**config.mk**
```make
export PLATFORM = sky130hd
export DESIGN_NAME = clk_div_multi_flat
export DESIGN_NICKNAME = d
export VERILOG_FILES = /design/src/rtl/clk_div_multi_if.sv /design/src/rtl/clk_div_multi.sv /design/src/flat_wrapper.sv
export SDC_FILE = /design/constraint.sdc
export NUM_CORES = 1
export LEC_CHECK = 0
export CAP_MARGIN = 20
export CORE_MARGIN = 2
export CORE_UTILIZATION = 35
export DETAILED_ROUTE_END_ITERATION = 6
export SLEW_MARGIN = 20
export SYNTH_ARGS = -nofsm -noshare
export SYNTH_HDL_FRONTEND = slang
export SYNTH_SLANG_ARGS = --single-unit
```
**constraint.sdc**
```tcl
create_clock -name clk_i -period 3.1 [get_ports clk_i]
set_input_delay 0.62 -clock clk_i [delete_from_list [all_inputs] [get_ports clk_i]]
set_output_delay 0.62 -clock clk_i [all_outputs]
set_load 0.01 [all_outputs]
```
**src/rtl/clk_div_multi_if.sv**
```systemverilog
// Configuration bus for clk_div_multi: write strobe, target channel,
// new period/high-time, and the per-channel "shadow pending" status.
interface clk_div_multi_if #(
    parameter int NUM_CH    = 4,
    parameter int CNT_WIDTH = 8,
    parameter int CH_W      = (NUM_CH > 1) ? $clog2(NUM_CH) : 1
);
    logic                 we;
    logic [CH_W-1:0]      ch;
    logic [CNT_WIDTH-1:0] div;
    logic [CNT_WIDTH-1:0] high;
    logic [NUM_CH-1:0]    pend;

    // Configuration source (CPU / register block side)
    modport master (output we, ch, div, high, input pend);
    // Divider side
    modport slave  (input we, ch, div, high, output pend);
endinterface

```
**src/rtl/clk_div_multi.sv**
```systemverilog
// Multi-channel programmable clock divider / tick generator.
// Each channel has an active period/high-time pair plus a shadow pair that is
// only promoted at a period boundary, so reconfiguration never produces a
// truncated or stretched high phase. sync_i forces a boundary on all channels.
module clk_div_multi #(
    parameter int NUM_CH    = 4,
    parameter int CNT_WIDTH = 8,
    parameter int RST_DIV   = 2,
    parameter int RST_HIGH  = 1,
    parameter int CH_W      = (NUM_CH > 1) ? $clog2(NUM_CH) : 1
) (
    input  logic                 clk_i,
    input  logic                 rst_ni,
    clk_div_multi_if.slave       cfg,
    input  logic [NUM_CH-1:0]    en_i,
    input  logic                 sync_i,
    output logic [NUM_CH-1:0]    dclk_o,
    output logic [NUM_CH-1:0]    tick_o
);

    localparam logic [CNT_WIDTH-1:0] ONE       = CNT_WIDTH'(1);
    localparam logic [CNT_WIDTH-1:0] RST_CNT_V = CNT_WIDTH'(RST_DIV - 1);
    localparam logic [CNT_WIDTH-1:0] RST_DIV_V = CNT_WIDTH'(RST_DIV);
    localparam logic [CNT_WIDTH-1:0] RST_HI_V  = CNT_WIDTH'(RST_HIGH);

    genvar gi;
    generate
        for (gi = 0; gi < NUM_CH; gi++) begin : g_ch
            logic [CNT_WIDTH-1:0] cnt_reg,   cnt_next;
            logic [CNT_WIDTH-1:0] div_reg,   div_next;
            logic [CNT_WIDTH-1:0] high_reg,  high_next;
            logic [CNT_WIDTH-1:0] sdiv_reg,  sdiv_next;
            logic [CNT_WIDTH-1:0] shigh_reg, shigh_next;
            logic                 pend_reg,  pend_next;
            logic                 dclk_reg,  dclk_next;
            logic                 tick_reg,  tick_next;
            logic [CNT_WIDTH-1:0] cnt_inc;
            logic                 wr;
            logic                 bnd;

            // Channel indices beyond NUM_CH never match any generated channel.
            assign wr      = cfg.we && (cfg.ch == CH_W'(gi));
            assign cnt_inc = cnt_reg + ONE;
            // A stopped channel (div 0) sits on a boundary every enabled cycle
            // so a pending nonzero period starts it on the very next edge.
            assign bnd     = sync_i ||
                             (en_i[gi] && ((div_reg == '0) || (cnt_reg == div_reg - ONE)));

            // Next-state: shadow capture, boundary promotion, counting.
            always_comb begin
                cnt_next   = cnt_reg;
                div_next   = div_reg;
                high_next  = high_reg;
                sdiv_next  = wr ? cfg.div  : sdiv_reg;
                shigh_next = wr ? cfg.high : shigh_reg;
                pend_next  = pend_reg;
                dclk_next  = dclk_reg;
                tick_next  = 1'b0;
                if (bnd) begin
                    // Same-cycle write is the newest value, then the shadow.
                    div_next  = wr ? cfg.div  : (pend_reg ? sdiv_reg  : div_reg);
                    high_next = wr ? cfg.high : (pend_reg ? shigh_reg : high_reg);
                    pend_next = 1'b0;
                    cnt_next  = '0;
                    tick_next = (div_next != '0);
                    dclk_next = (div_next != '0) && (high_next != '0);
                end else begin
                    if (wr) begin
                        pend_next = 1'b1;
                    end
                    if (en_i[gi]) begin
                        cnt_next  = cnt_inc;
                        dclk_next = (cnt_inc < high_reg);
                    end
                end
            end

            // State register with asynchronous return to the reset config.
            always_ff @(posedge clk_i or negedge rst_ni) begin
                if (!rst_ni) begin
                    cnt_reg   <= RST_CNT_V;
                    div_reg   <= RST_DIV_V;
                    high_reg  <= RST_HI_V;
                    sdiv_reg  <= '0;
                    shigh_reg <= '0;
                    pend_reg  <= 1'b0;
                    dclk_reg  <= 1'b0;
                    tick_reg  <= 1'b0;
                end else begin
                    cnt_reg   <= cnt_next;
                    div_reg   <= div_next;
                    high_reg  <= high_next;
                    sdiv_reg  <= sdiv_next;
                    shigh_reg <= shigh_next;
                    pend_reg  <= pend_next;
                    dclk_reg  <= dclk_next;
                    tick_reg  <= tick_next;
                end
            end

            assign dclk_o[gi]   = dclk_reg;
            assign tick_o[gi]   = tick_reg;
            assign cfg.pend[gi] = pend_reg;
        end
    endgenerate

endmodule

```
**src/flat_wrapper.sv**
```systemverilog
// flat-port wrapper written by rule: the top's interface ports become plain ports
module clk_div_multi_flat 
#(
    parameter int NUM_CH    = 4,
    parameter int CNT_WIDTH = 8,
    parameter int RST_DIV   = 2,
    parameter int RST_HIGH  = 1,
    parameter int CH_W      = (NUM_CH > 1) ? $clog2(NUM_CH) : 1
)
  (clk_i, rst_ni, en_i, sync_i, dclk_o, tick_o, cfg_we, cfg_ch, cfg_div, cfg_high, cfg_pend);
  clk_div_multi_if #(.NUM_CH(NUM_CH), .CNT_WIDTH(CNT_WIDTH), .CH_W(CH_W)) cfg_i ();
  input  logic clk_i;
  input  logic rst_ni;
  input  logic [NUM_CH-1:0] en_i;
  input  logic sync_i;
  output logic [NUM_CH-1:0] dclk_o;
  output logic [NUM_CH-1:0] tick_o;
  input wire logic [$bits(cfg_i.we)-1:0] cfg_we;
  input wire logic [$bits(cfg_i.ch)-1:0] cfg_ch;
  input wire logic [$bits(cfg_i.div)-1:0] cfg_div;
  input wire logic [$bits(cfg_i.high)-1:0] cfg_high;
  output wire logic [$bits(cfg_i.pend)-1:0] cfg_pend;
  assign cfg_i.we = cfg_we;
  assign cfg_i.ch = cfg_ch;
  assign cfg_i.div = cfg_div;
  assign cfg_i.high = cfg_high;
  assign cfg_pend = cfg_i.pend;
  clk_div_multi #(.NUM_CH(NUM_CH), .CNT_WIDTH(CNT_WIDTH), .RST_DIV(RST_DIV), .RST_HIGH(RST_HIGH), .CH_W(CH_W)) u_core (.clk_i(clk_i), .rst_ni(rst_ni), .cfg(cfg_i), .en_i(en_i), .sync_i(sync_i), .dclk_o(dclk_o), .tick_o(tick_o));
endmodule
```
# Word-level counts from Yosys, hierarchy flattened
# Index checks and enable logic that the tools add are counted.
[word_totals] reg_bits=172 inputBits=26 output_inout_bits=12 elab_cells=136
[op_classes] n_addsub=8 magnitude_cmp=4 n_eq_ne=7 mux=44 n_reduce_logical=41
[op_table] cell="$mux W8" n=24
[op_table] cell="$reduce_bool A8 Y1" n=8
[op_table] cell="$add A8 B1 Y8 const B" n=4
[op_table] cell="$eq A8 B8 Y1" n=4
[op_table] cell="$logic_not A8 Y1" n=4
[op_table] cell="$lt A8 B8 Y1" n=4
[op_table] cell="$sub A8 B1 Y8 const B" n=4
[op_table] cell="$mux W1" n=20
[op_table] cell="$reduce_bool A2 Y1" n=8
[op_table] cell="$logic_and A1 B1 Y1" n=12
[op_table] cell="$logic_or A1 B1 Y1" n=8
[op_table] cell="$eq A2 B2 Y1 const B" n=2
[op_table] cell="$eq A2 B1 Y1 const B" n=1
[op_table] cell="$logic_not A2 Y1" n=1

# Depth between registers and ports, before layout
[logic_depth] word_depth=6 mapped_depth=11 depth_no_buf=9

# Least setup slack after synthesis
# OpenSTA, ideal clock, no wires.
[synth_path] path_kind="reg2reg" start="register u_core.g_ch[2].div_reg[1]" end="register u_core.g_ch[2].div_reg[4]" setup_time_ns=0.130 t_arrival_ns=2.341 required_ns=2.970 setup_slack_ns=0.629 path_stages_with_launch=10 n_path_buf=1 period_less_slack_ns=2.471 path_cell_list="dfstp_2 inv_1 ha_1 a31o_2 a2111oi_0 o211a_1 o22ai_2 o21bai_4 buf_4 o2bb2ai_1"
[synth_via] elab_chain_cells=5 elab_cells_between_ends=6 cone_classes="1 x add/sub; 1 x eq/ne; 4 x reduce/logical"
[synth_rtl] element="start, declared" line_no="clk_div_multi.sv:30" text="logic [CNT_WIDTH-1:0] div_reg, div_next;"
[synth_rtl] element="start signal, assigned" line_no="clk_div_multi.sv:91" text="div_reg <= div_next;"
[synth_rtl] element="$sub A8 B1 Y8" line_no="clk_div_multi.sv:47" text="(en_i[gi] && ((div_reg == '0) || (cnt_reg == div_reg - ONE)));"
[synth_rtl] element="$eq A8 B8 Y1" line_no="clk_div_multi.sv:47"
[synth_rtl] element="$logic_or A1 B1 Y1 *" line_no="clk_div_multi.sv:47"
[synth_rtl] element="$logic_and A1 B1 Y1 *" line_no="clk_div_multi.sv:47"
[synth_rtl] element="$logic_or A1 B1 Y1 *" line_no="clk_div_multi.sv:46" text="assign bnd = sync_i ||"
# Every way passes the cells marked *; elsewhere a longest branch is shown, timed or not.
# A chain may end at the register's enable or synchronous reset.

# Worst setup path in the final report
[layout_path] start="register u_core.g_ch[3].div_reg[1]" end="register u_core.g_ch[3].high_reg[6]"
[layout_via] elab_chain_cells=5 elab_cells_between_ends=6 cone_classes="1 x add/sub; 1 x eq/ne; 4 x reduce/logical"
[layout_rtl] element="start, declared" line_no="clk_div_multi.sv:30"
[layout_rtl] element="start signal, assigned" line_no="clk_div_multi.sv:91"
[layout_rtl] element="$sub A8 B1 Y8" line_no="clk_div_multi.sv:47"
[layout_rtl] element="$eq A8 B8 Y1" line_no="clk_div_multi.sv:47"
[layout_rtl] element="$logic_or A1 B1 Y1 *" line_no="clk_div_multi.sv:47"
[layout_rtl] element="$logic_and A1 B1 Y1 *" line_no="clk_div_multi.sv:47"
[layout_rtl] element="$logic_or A1 B1 Y1 *" line_no="clk_div_multi.sv:46"
[layout_rtl] element="end signal, assigned" line_no="clk_div_multi.sv:92" text="high_reg <= high_next;"
[layout_rtl] element="end, declared" line_no="clk_div_multi.sv:31" text="logic [CNT_WIDTH-1:0] high_reg, high_next;"
# Marks and branches as above.

==> metrics.md <==
| Metric | Value |
|---|---|
| Final hold vios | 0 |
| CTS tree | done |
| Placer Congestion | 0.819 |
| Final nets | 1110 |
| Starting DRT DRC Count | 687 |
| Post-synthesis register bit count | 172 |
| TNS Setup | 0 ns |
| Met3 Resource Use GR | 4.10% |
| H-tree Lvls | 4 |
| Final Cycle Share | 89.5% |
| Max_slew headroom | 32.7% |
| Area delta synth->final | 13.9% |
| Gate count of the mapped netlist | 1030 |
| DR vias | 7870 |
| Die ar. | 29700 µm² |
| Combinational fraction of design power | 25.8% |
| DRC viols | 0 |
| Mapped cell area | 9930 µm² |
| Sw Share | 33.2% |
| Final cell count without fillers | 1439 |
| Clock sinks | 172 |
| Seq/Total Area, Yosys | 43.5% |
| Crit-path max FO | 19 |
| Least-Margin Pin Slew | 1.01 ns |
| First drt pass iteration count | 6 |
| CTS Buf Count | 17 |
| Rows | 61 |
| Worst R2R Start | u_core.g_ch[3].div_reg[1] |
| Worst r2r path cells | 9 |
| Register share of total power | 43.2% |
| Synth top area share | 40.3% |
| Syn Area/Cell | 9.64 µm² |
| Post-layout util | 40.6% |
| Core Footprint | 27900 µm² |
| Clock network power share | 31.0% |
| Clk_skew | 0.0111 ns |
| First-pass GRT wire length | 41.9 mm |
| I/O pins | 38 |
| Pwr Density | 694 nW/µm² |
| LEAKAGE | 0.00505 µW |
| Total Power | 7860 µW |
| CTS-repair resized insts | 0 |
| Final Worst Setup Slack | 0.327 ns |
| Syn nets | 1092 |
| Wirelength per Cell | 17.9 µm |
| Post-CTS Setup Inserts | 0 |
| Die span in y | 172 µm |
| Library cells used by synthesis | 80 |
| Initial core utilization | 35.7% |
| Area leader, netlist | dfrtp_1 |
| Dominant synthesized flop cell | dfrtp_1 |
| Setup Viol. Count Final | 0 |
| # hold bufs at CTS | 0 |
| CP Capture Type | flip-flop |
| Via density | 5.47 |
| GR peak layer | met2 |
| RSZ-0062 raised after global routing | no |
| Post-place setup slack | 0.317 ns |
| Reg2reg end | u_core.g_ch[3].high_reg[6] |
| Post-DP HPWL | 18.2 mm |
| Max Buffers Root-to-Sink | 2 |
| Die X | 172 µm |
| DRT Wirelength | 25.8 mm |
| Min cycle time layout | 2.77 ns |
| Worst endpoint required time | 3.44 ns |
| F_max | 361 MHz |
| CP startpoint kind | flip-flop |
| Largest net degree at the start of global routing | 77 |
| Post-synth top cells | nand2_1 (182), dfrtp_1 (160), o22ai_1 (47) |
| Port Buffers | 37 |
| P_sw | 2610 µW |
| Critical path data arrival time | 3.12 ns |
| Met2 global-route usage | 28.3% |
| Grt ovf | 0 |
| Total Routing Usage GR | 18.1% |
| Status | completed |
| Antenna viol nets, final | 0 |
| Final Max Tran Viols | 0 |
| Clk_lat worst skew | 0.44 ns |
| Class of the worst hold path | input pin to asynchronous set/reset pin |
| Type of the worst setup path | flip-flop to flip-flop |
| # placed instances | 1407 |
| N_diodes | 0 |
| Post-synth ARST share | 100% |
| CTS root buffer | clkbuf_16 |
| Top-count cell post-synth | nand2_1 |
| Critical path origin | u_core.g_ch[3].div_reg[1] |
| Synth area leaders | dfrtp_1 (40%), nand2_1 (6.9%), ha_1 (4.5%), dfstp_2 (3.2%), o22ai_1 (3.0%) |
| Layout cells sized above 1 | 13.4% |
| Vias in the first global route | 7840 |
| Max IR drop VDD | 0.465 mV |
| Worst R2R Setup Slack | 0.33 ns |
| Max-cap violations | 0 |
| Ys Warns | 0 |
| Internal power | 5250 µW |
| EDFF count, synth | 0 |
| Clock slew at reported path FFs | 0.07 ns |
| Initial antenna violation count | 0 |
| GR Layer Usage met1 | 25.2% |
## kinds of logic (layout without fill, tap and decap cells)
| logic type | Yosys count | after routing | synth area share [%] |
|---|---|---|---|
| adder cells (fa/ha/maj) | 36 | 36 | 4.54 |
| flip-flops | 172 | 172 | 43.5 |
| XOR/XNOR | 54 | 54 | 4.76 |
| multiplexers | 20 | 20 | 2.22 |
| AO/OA/AOI/OAI | 259 | 259 | 20.5 |
| AND/OR/NAND/NOR | 363 | 363 | 17.8 |
| buffers and inverters | 126 | 157 | 6.69 |
## critical path, cell delays in order, from the launching register on
cell      delay, ns
dfstp_2        0.57
inv_1          0.05
ha_1           0.28
xnor2_1        0.13
a211oi_1       0.19
nand4b_1       0.14
o31a_1         0.28
nor2_2         0.73
o211ai_1       0.16
o21ai_0        0.15
## cell usage in the layout, fill, tap and decap left out, drive strengths merged, types with 21 or more instances in the layout
cell type / n
a21oi: 21
a2bb2oi: 44
buf: 45
clkdlybuf4s50: 36
dfrtp: 160
ha: 36
inv: 50
nand2: 182
nor2: 48
nor4: 24
o21ai: 23
o22ai: 48
xnor2: 26
xor2: 28
## power by group through the flow
stage	Sequential, µW	Clock [µW]	Combinational, µW
after floorplan	3200	0	1640
after global placement	3420	0	1970
after detailed placement	3420	0	2030
after CTS	3390	2480	2050
after global routing	3470	2570	2300
final	3400	2430	2030
## worst max path at each step
stage | to | slack [ns]
floorplan | u_core.g_ch[2].div_reg[4] | 0.63
global placement | u_core.g_ch[1].tick_reg | 0.35
detailed placement | u_core.g_ch[3].div_reg[2] | 0.32
CTS | u_core.g_ch[3].high_reg[6] | 0.31
global route | u_core.g_ch[3].div_reg[2] | 0.10
finish | u_core.g_ch[3].high_reg[6] | 0.33
## stage by stage
stage	hold slack (ns)	cell area, µm²
global route	0.159	11300
global placement	0.458	10700
floorplan	0.324	9930
CTS	0.133	11300
finish	0.124	11300
detailed placement	0.465	10700
## layout make-up
cell class / instances / area, µm²
Clock inverter: 15 / 231
Sequential cell: 172 / 4320
Multi-Input combinational cell: 732 / 4960
Fill cell: 2712 / 16500
Inverter: 44 / 165
Clock buffer: 17 / 425
Timing Repair Buffer: 81 / 739
Tap cell: 378 / 473
## metal layers
metal / up-vias / routed length [µm]
met5: - / 0
met4: 0 / 362
met3: 30 / 1730
met2: 203 / 11900
met1: 3891 / 11700
li1: 3746 / -
No activity file was read; power rests on OpenSTA's default activity.
